### src/rtl/clkdiv_gated_ctrl_if.sv
// clkdiv_gated_ctrl_if: control and clock-output bundle for the gated clock divider
//   EN     enable request (master -> divider)
//   DIV    half-period minus one (master -> divider)
//   Z      divided clock (divider -> master)
//   ACTIVE divider running or draining (divider -> master)
interface clkdiv_gated_ctrl_if #(
    parameter int W = 4
);
    logic         EN;
    logic [W-1:0] DIV;
    logic         Z;
    logic         ACTIVE;
    modport master (output EN, DIV, input Z, ACTIVE);
    modport slave (input EN, DIV, output Z, ACTIVE);
endinterface

### src/rtl/clkdiv_gated_ctrl.sv
// clkdiv_gated_ctrl: glitch-free 50% duty programmable clock divider, ratio 2*(DIV+1)
//   CLK  source clock, rising edge
//   RN   asynchronous active-low reset
//   bus  slave side: EN, DIV in; Z (flop-driven divided clock), ACTIVE out
module clkdiv_gated_ctrl #(
    parameter int W = 4
) (
    input logic                CLK,
    input logic                RN,
    clkdiv_gated_ctrl_if.slave bus
);
    typedef enum logic [1:0] {OFF, RUN, DRAIN} state_t;
    state_t       state, state_n;
    logic [W-1:0] cnt, cnt_n, div_q, div_n;
    logic         z, z_n, active;
    logic         hit;
    assign hit = cnt == div_q;
    always_comb begin
        state_n = state;
        cnt_n   = hit ? '0 : cnt + 1'b1;
        z_n     = hit ? ~z : z;
        div_n   = div_q;
        case (state)
            OFF: begin
                cnt_n = '0;
                z_n   = 1'b0;
                if (bus.EN) begin
                    state_n = RUN;
                    div_n   = bus.DIV;
                end
            end
            RUN: begin
                // the falling edge of Z is the only point a new ratio is taken
                if (hit && z) div_n = bus.DIV;
                if (!bus.EN) begin
                    if (!z) begin
                        // stop during low: hold low, never shorten it
                        state_n = OFF;
                        cnt_n   = '0;
                        z_n     = 1'b0;
                    end else begin
                        state_n = hit ? OFF : DRAIN;
                    end
                end
            end
            DRAIN: state_n = hit ? OFF : DRAIN;
            default: state_n = OFF;
        endcase
    end
    always_ff @(posedge CLK or negedge RN) begin
        if (!RN) begin
            state  <= OFF;
            cnt    <= '0;
            div_q  <= '0;
            z      <= 1'b0;
            active <= 1'b0;
        end else begin
            state  <= state_n;
            cnt    <= cnt_n;
            div_q  <= div_n;
            z      <= z_n;
            active <= state_n != OFF;
        end
    end
    assign bus.Z      = z;
    assign bus.ACTIVE = active;
endmodule

### src/flat_wrapper.sv
// flat-port wrapper written by rule: the top's interface ports become plain ports
module clkdiv_gated_ctrl_flat 
#(
    parameter int W = 4
)
  (CLK, RN, bus_EN, bus_DIV, bus_Z, bus_ACTIVE);
  clkdiv_gated_ctrl_if #(.W(W)) bus_i ();
  input logic CLK;
  input logic RN;
  input wire logic [$bits(bus_i.EN)-1:0] bus_EN;
  input wire logic [$bits(bus_i.DIV)-1:0] bus_DIV;
  output wire logic [$bits(bus_i.Z)-1:0] bus_Z;
  output wire logic [$bits(bus_i.ACTIVE)-1:0] bus_ACTIVE;
  assign bus_i.EN = bus_EN;
  assign bus_i.DIV = bus_DIV;
  assign bus_Z = bus_i.Z;
  assign bus_ACTIVE = bus_i.ACTIVE;
  clkdiv_gated_ctrl #(.W(W)) u_core (.CLK(CLK), .RN(RN), .bus(bus_i));
endmodule
### config.mk
export PLATFORM = sky130hd
export DESIGN_NAME = clkdiv_gated_ctrl_flat
export DESIGN_NICKNAME = d
export VERILOG_FILES = /design/src/rtl/clkdiv_gated_ctrl_if.sv /design/src/rtl/clkdiv_gated_ctrl.sv /design/src/flat_wrapper.sv
export SDC_FILE = /design/constraint.sdc
export NUM_CORES = 1
export LEC_CHECK = 0
export BUFFER_PORTS_ARGS = -buffer_cell sky130_fd_sc_hd__buf_2
export CAP_MARGIN = 20
export CORE_AREA = 3 3 40 42
export CTS_BUF_LIST = sky130_fd_sc_hd__clkbuf_4 sky130_fd_sc_hd__clkbuf_8 sky130_fd_sc_hd__clkbuf_16
export CTS_CLUSTER_DIAMETER = 50
export DETAILED_ROUTE_END_ITERATION = 10
export DIE_AREA = 0 0 43 45
export PLACE_DENSITY_LB_ADDON = 0.2
export REMOVE_ABC_BUFFERS = 1
export SYNTH_ARGS = -nofsm -noshare
export SYNTH_HDL_FRONTEND = slang
export SYNTH_SLANG_ARGS = --single-unit
export TNS_END_PERCENT = 50
### constraint.sdc
create_clock -name CLK -period 2.1 [get_ports CLK]
set_input_delay 0.105 -clock CLK [delete_from_list [all_inputs] [get_ports CLK]]
set_output_delay 0.105 -clock CLK [all_outputs]
set_load 0.02 [all_outputs]
== Yosys cells after proc, flatten, opt, wreduce, memory -nomap -nowiden ==
Cells that the tools add are included.

* Output and inout port bits: 2
* Register bits: 12

* Multiplexer cells: 16
* Bitwise gates (word level): 1
* Equality and inequality tests: 5
* $add $sub $neg: 1
* Reduce and logical (&&, ||, !) cells: 5

{| class="wikitable"
|+ Operators by type and width
! operator !! count
|-
| $mux 4 || 5
|-
| $pmux 4 s2 || 2
|-
| $mux 2 || 4
|-
| $pmux 2 s3 || 1
|-
| $add 4x1->4 const B || 1
|-
| $eq 4x4->1 || 1
|-
| $reduce_bool 2->1 || 2
|-
| $mux 1 || 3
|-
| $reduce_and 3->1 || 1
|-
| $eq 2x1->1 const B || 1
|-
| $eq 2x2->1 const B || 1
|-
| $logic_not 2->1 || 1
|-
| $ne 2x1->1 const B || 1
|-
| $ne 2x2->1 const B || 1
|-
| $pmux 1 s2 || 1
|-
| $logic_and 1x1->1 || 1
|-
| $not 1->1 || 1
|}

== Longest topological paths before layout ==
* Word-level depth: 6
* Depth in mapped cells: 7
* Mapped depth without buffers: 7

== Least setup slack after synthesis ==
OpenSTA, ideal clock, no wires.

* Path kind: reg-to-reg
* Start: reg u_core.cnt[1]
* End: reg u_core.z, in the netlist u_core.bus.Z
* Stages on the path, launching flop included: 8
* Setup time: 0.121 ns
* Setup slack: 0.217 ns
* Path buffers: 0
* Period minus slack after synthesis: 1.883 ns
* Arrival time: 1.762 ns
* Data required time: 1.979 ns
* Cell sequence: dfrtp_1 xor2_1 nor4_4 inv_1 ha_1 inv_1 a22o_1 a22o_1

* Word-level cells in the longest chain between the ends: 5

{| class="wikitable"
|+ RTL lines
! what !! line !! source
|-
| from (decl) || clkdiv_gated_ctrl.sv:14 || <nowiki>logic [W-1:0] cnt, cnt_n, div_q, div_n;</nowiki>
|-
| from (signal assigned) || clkdiv_gated_ctrl.sv:59 || <nowiki>cnt <= cnt_n;</nowiki>
|-
| $eq 4x4->1 * || clkdiv_gated_ctrl.sv:17 || <nowiki>assign hit = cnt == div_q;</nowiki>
|-
| $mux 1 * || clkdiv_gated_ctrl.sv:21 || <nowiki>z_n = hit ? ~z : z;</nowiki>
|-
| $mux 1 || clkdiv_gated_ctrl.sv:36 || <nowiki>if (!z) begin</nowiki>
|-
| $mux 1 || clkdiv_gated_ctrl.sv:35 || <nowiki>if (!bus.EN) begin</nowiki>
|-
| $pmux 1 s2 * || clkdiv_gated_ctrl.sv:23 || <nowiki>case (state)</nowiki>
|-
| via u_core.z_n || clkdiv_gated_ctrl.sv:15 || <nowiki>logic z, z_n, active;</nowiki>
|-
| to (signal assigned) || clkdiv_gated_ctrl.sv:61 || <nowiki>z <= z_n;</nowiki>
|-
| to (decl) || clkdiv_gated_ctrl.sv:15 ||
|}

The timed path passes the listed nets; every way through them passes the cells marked *.
A chain may end at the register's enable or synchronous reset.

== Worst setup path in the final report ==
* Start: reg u_core.cnt[0]
* End: reg u_core.z, in the netlist u_core.bus.Z

The elaborated chain is that of the path after synthesis.

==> key figures <==
Floorplan
  • Die Area: 1935 sq um
  • Die Wd: 43 um
  • FP Rows: 13
  • Die Y: 45 um
  • Core box area: 1285 sq um
  • I/O pins: 9
  • Starting Density: 0.4567

Synth
  • #FFs+latches synth: 12
  • Yosys cell types: 21
  • Cell count after synthesis: 47
  • Synth top area cells: dfrtp_1 51%, ha_1 8.5%, xor2_1 7.5%
  • Post-synth top area share: 0.5117
  • Syn_area_per_cell: 12.49 sq um
  • Area leader, netlist: dfrtp_1
  • Mapped Area: 586.8 sq um
  • Ys Warns: 0
  • Sequential area share after synthesis: 0.5117

Global route
  • First-pass GRT wire length: 1.593 mm
  • Vias in the first global route: 378
  • Grt total ovfl: 0
  • Initial antenna violation count: 0
  • Largest net degree at the start of global routing: 13
  • GR Util All Layers: 0.1124

Power and ir drop
  • Max VDD drop: 0.3921 mV
  • Lkg Pwr: 0.0003360 uW
  • PwrDens: 830.0 nW/um^2
  • Tot Pwr: 569.1 uW

STA
  • Worst Skew: 0.007353 ns
  • RSZ-0062 raised after global routing: no
  • Setup TNS: 0 ns
  • Worst Max-Slew Pin Slew: 0.3433 ns
  • Hold Vio Cnt, Final: 0
  • Pins Over Slew Limit: 0
  • Min Hold Slack: 0.05610 ns
  • Minimum clock period after layout: 1.931 ns
  • Max_slew headroom: 0.7694
  • Final setup fails: 0
  • Tcrit/Tclk final: 0.9197
  • Max Clock Freq: 0.5178 GHz

Min path
  • Hold Startpoint: bus_DIV[2]
  • Hold path cells: 2
  • WHS Endpoint: u_core.div_q[2]
  • Min-Delay Path Class: in2reg

Cells and area
  • Ratio of cells with drive above 1 in the final layout: 0.2500
  • Utilization after layout: 0.5336
  • # diodes: 0
  • Synth-to-Final Area Change: 16.84%
  • Finished Cell Area: 685.7 sq um
  • Nets: 73

Critical path
  • CP required: 2.25 ns
  • CP startpoint kind: flop
  • Critical Path Start: u_core.cnt[0]
  • Setup crit end kind: flop
  • Worst path arrival time: 2.08 ns
  • Reg2reg setup slack: 0.17 ns
  • Crit-path max FO: 5
  • RR Endpoint: u_core.bus.Z
  • Critical path class: reg2reg
  • Worst-case reg-to-reg path depth: 7
  • Reg-to-Reg Start: u_core.cnt[0]

Clock tree
  • CTS Buf Count: 3
  • Post-CTS Setup Bufs: 0
  • H-tree levels: 1
  • Clock tree from TritonCTS: done
  • CTS max path bufs: 2
  • Root buf cell: clkbuf_4
  • CTS sink cnt: 12
  • Clock transition at path regs: 0.08 ns
  • Clock Latency Late Sink: 0.26 ns
  • Resized cells post-CTS: 0

Run
  • Max cap viols: 0

Drt
  • Per-cell routed wire length: 12.77 um
  • Number of vias per cell: 5.160
  • First-pass DRT Iterations: 2
  • Routed via count: 387
  • Antenna Violating Nets Remaining: 0
  • Drt total wl: 958 um
  • Remaining DRCs: 0
  • Drt initial violations: 4

Placement
  • PortBufs: 8
  • Area post-placement: 653.1 sq um
  • GP Congestion: 0.6423
  • Hpwl dp: 720.7 um

Run status
  • Status: finished, final reports clean
-- placed cells by master (no fill, tap or decap), types with 2 or more instances in the layout --
cell type   n
a22o_1      2
buf_2       8
clkbuf_4    3
dfrtp_1    12
ha_1        4
inv_1       2
mux2_1      3
nand3_1     2
nor2_1      2
nor3_1      3
xor2_1      5
-- per-stage QoR --
stage	cells	setup slack (ns)
after floorplan	47	0.2170
after global placement	71	0.1946
after detailed placement	71	0.1523
after CTS	75	0.1417
after global routing	75	0.003994
final	75	0.1687
-- cell families (layout without fill, tap and decap cells) --
logic type	after synthesis	count (layout)	synth area share
flip-flops	12	12	0.5117
AND/OR/NAND/NOR	12	12	0.1365
AO/OA/AOI/OAI	6	6	0.07036
XOR/XNOR	6	6	0.08955
multiplexers	5	5	0.09381
adder cells (fa/ha/maj)	4	4	0.08529
buffers and inverters	2	15	0.01280
-- registers in the layout (all words and copies together), names as in the netlist --
name               cells
u_core.div_q           4
u_core.bus.ACTIVE      1
u_core.cnt             4
u_core.state           2
u_core.bus.Z           1
-- power by group --
part | total (uW) | leakage [uW] | internal, uW | switching (uW)
logic | 137 | 0.000169 | 64.5 | 72.4
clock network | 136 | 0.0000138 | 66.1 | 69.6
registers | 296 | 0.000153 | 265 | 31.4
-- cell type report --
class | count | area [sq um]
clock buffer | 3 | 22.52
fill | 125 | 599.3
inverter | 2 | 7.507
multi-input combinational | 33 | 279.0
sequential | 12 | 300.3
tap | 15 | 18.77
timing repair buffer | 10 | 57.56
-- cell usage after synthesis --
cell type	n
o21a_1	1
nor2b_1	1
a22o_1	2
mux2i_1	1
xnor2_1	1
xor2_1	5
nor4_4	1
a21oi_1	1
dfrtp_1	12
inv_1	2
nor2_2	1
nor3_1	3
nor3b_1	1
mux2_1	3
nor2_1	2
nand2b_1	1
nand3_1	2
mux2_2	1
o21ai_1	1
ha_1	4
o22ai_1	1
-- worst max-delay path by stage --
| stage | end | slack, ns | depth (start not counted) |
|---|---|---|---|
| after global placement | u_core.div_q[3] | 0.19 | 6 |
| after detailed placement | u_core.div_q[0] | 0.15 | 6 |
| after global routing | u_core.div_q[3] | 0.004 | 6 |
| after floorplan | u_core.bus.Z | 0.22 | 7 |
| after CTS | u_core.div_q[0] | 0.14 | 6 |
| final | u_core.bus.Z | 0.17 | 7 |
-- per-layer routing --
| metal | routed length (um) | vias to the layer above | track usage |
|---|---|---|---|
| met1 | 447 | 189 | 0.1310 |
| met4 | 0 | 0 | 0.03614 |
| met2 | 471 | 6 | 0.1886 |
| li1 | - | 192 | - |
| met3 | 39 | 0 | 0.04781 |
| met5 | 0 | - | 0 |
-- worst max-delay path: stages (launching register included) --
cell     delay (ns)
dfrtp_1        0.42
xor2_1         0.18
nor4_4         0.38
inv_1          0.11
ha_1           0.29
inv_1          0.05
a22o_1         0.22
a22o_1         0.17
-- what timing repair did --
action                                 4_1_cts  5_1_grt
setup endpoints to repair                    0        0
hold buffers                                 1        0
endpoints found under the hold margin       12        0
Power figures use the tool's default switching activity.
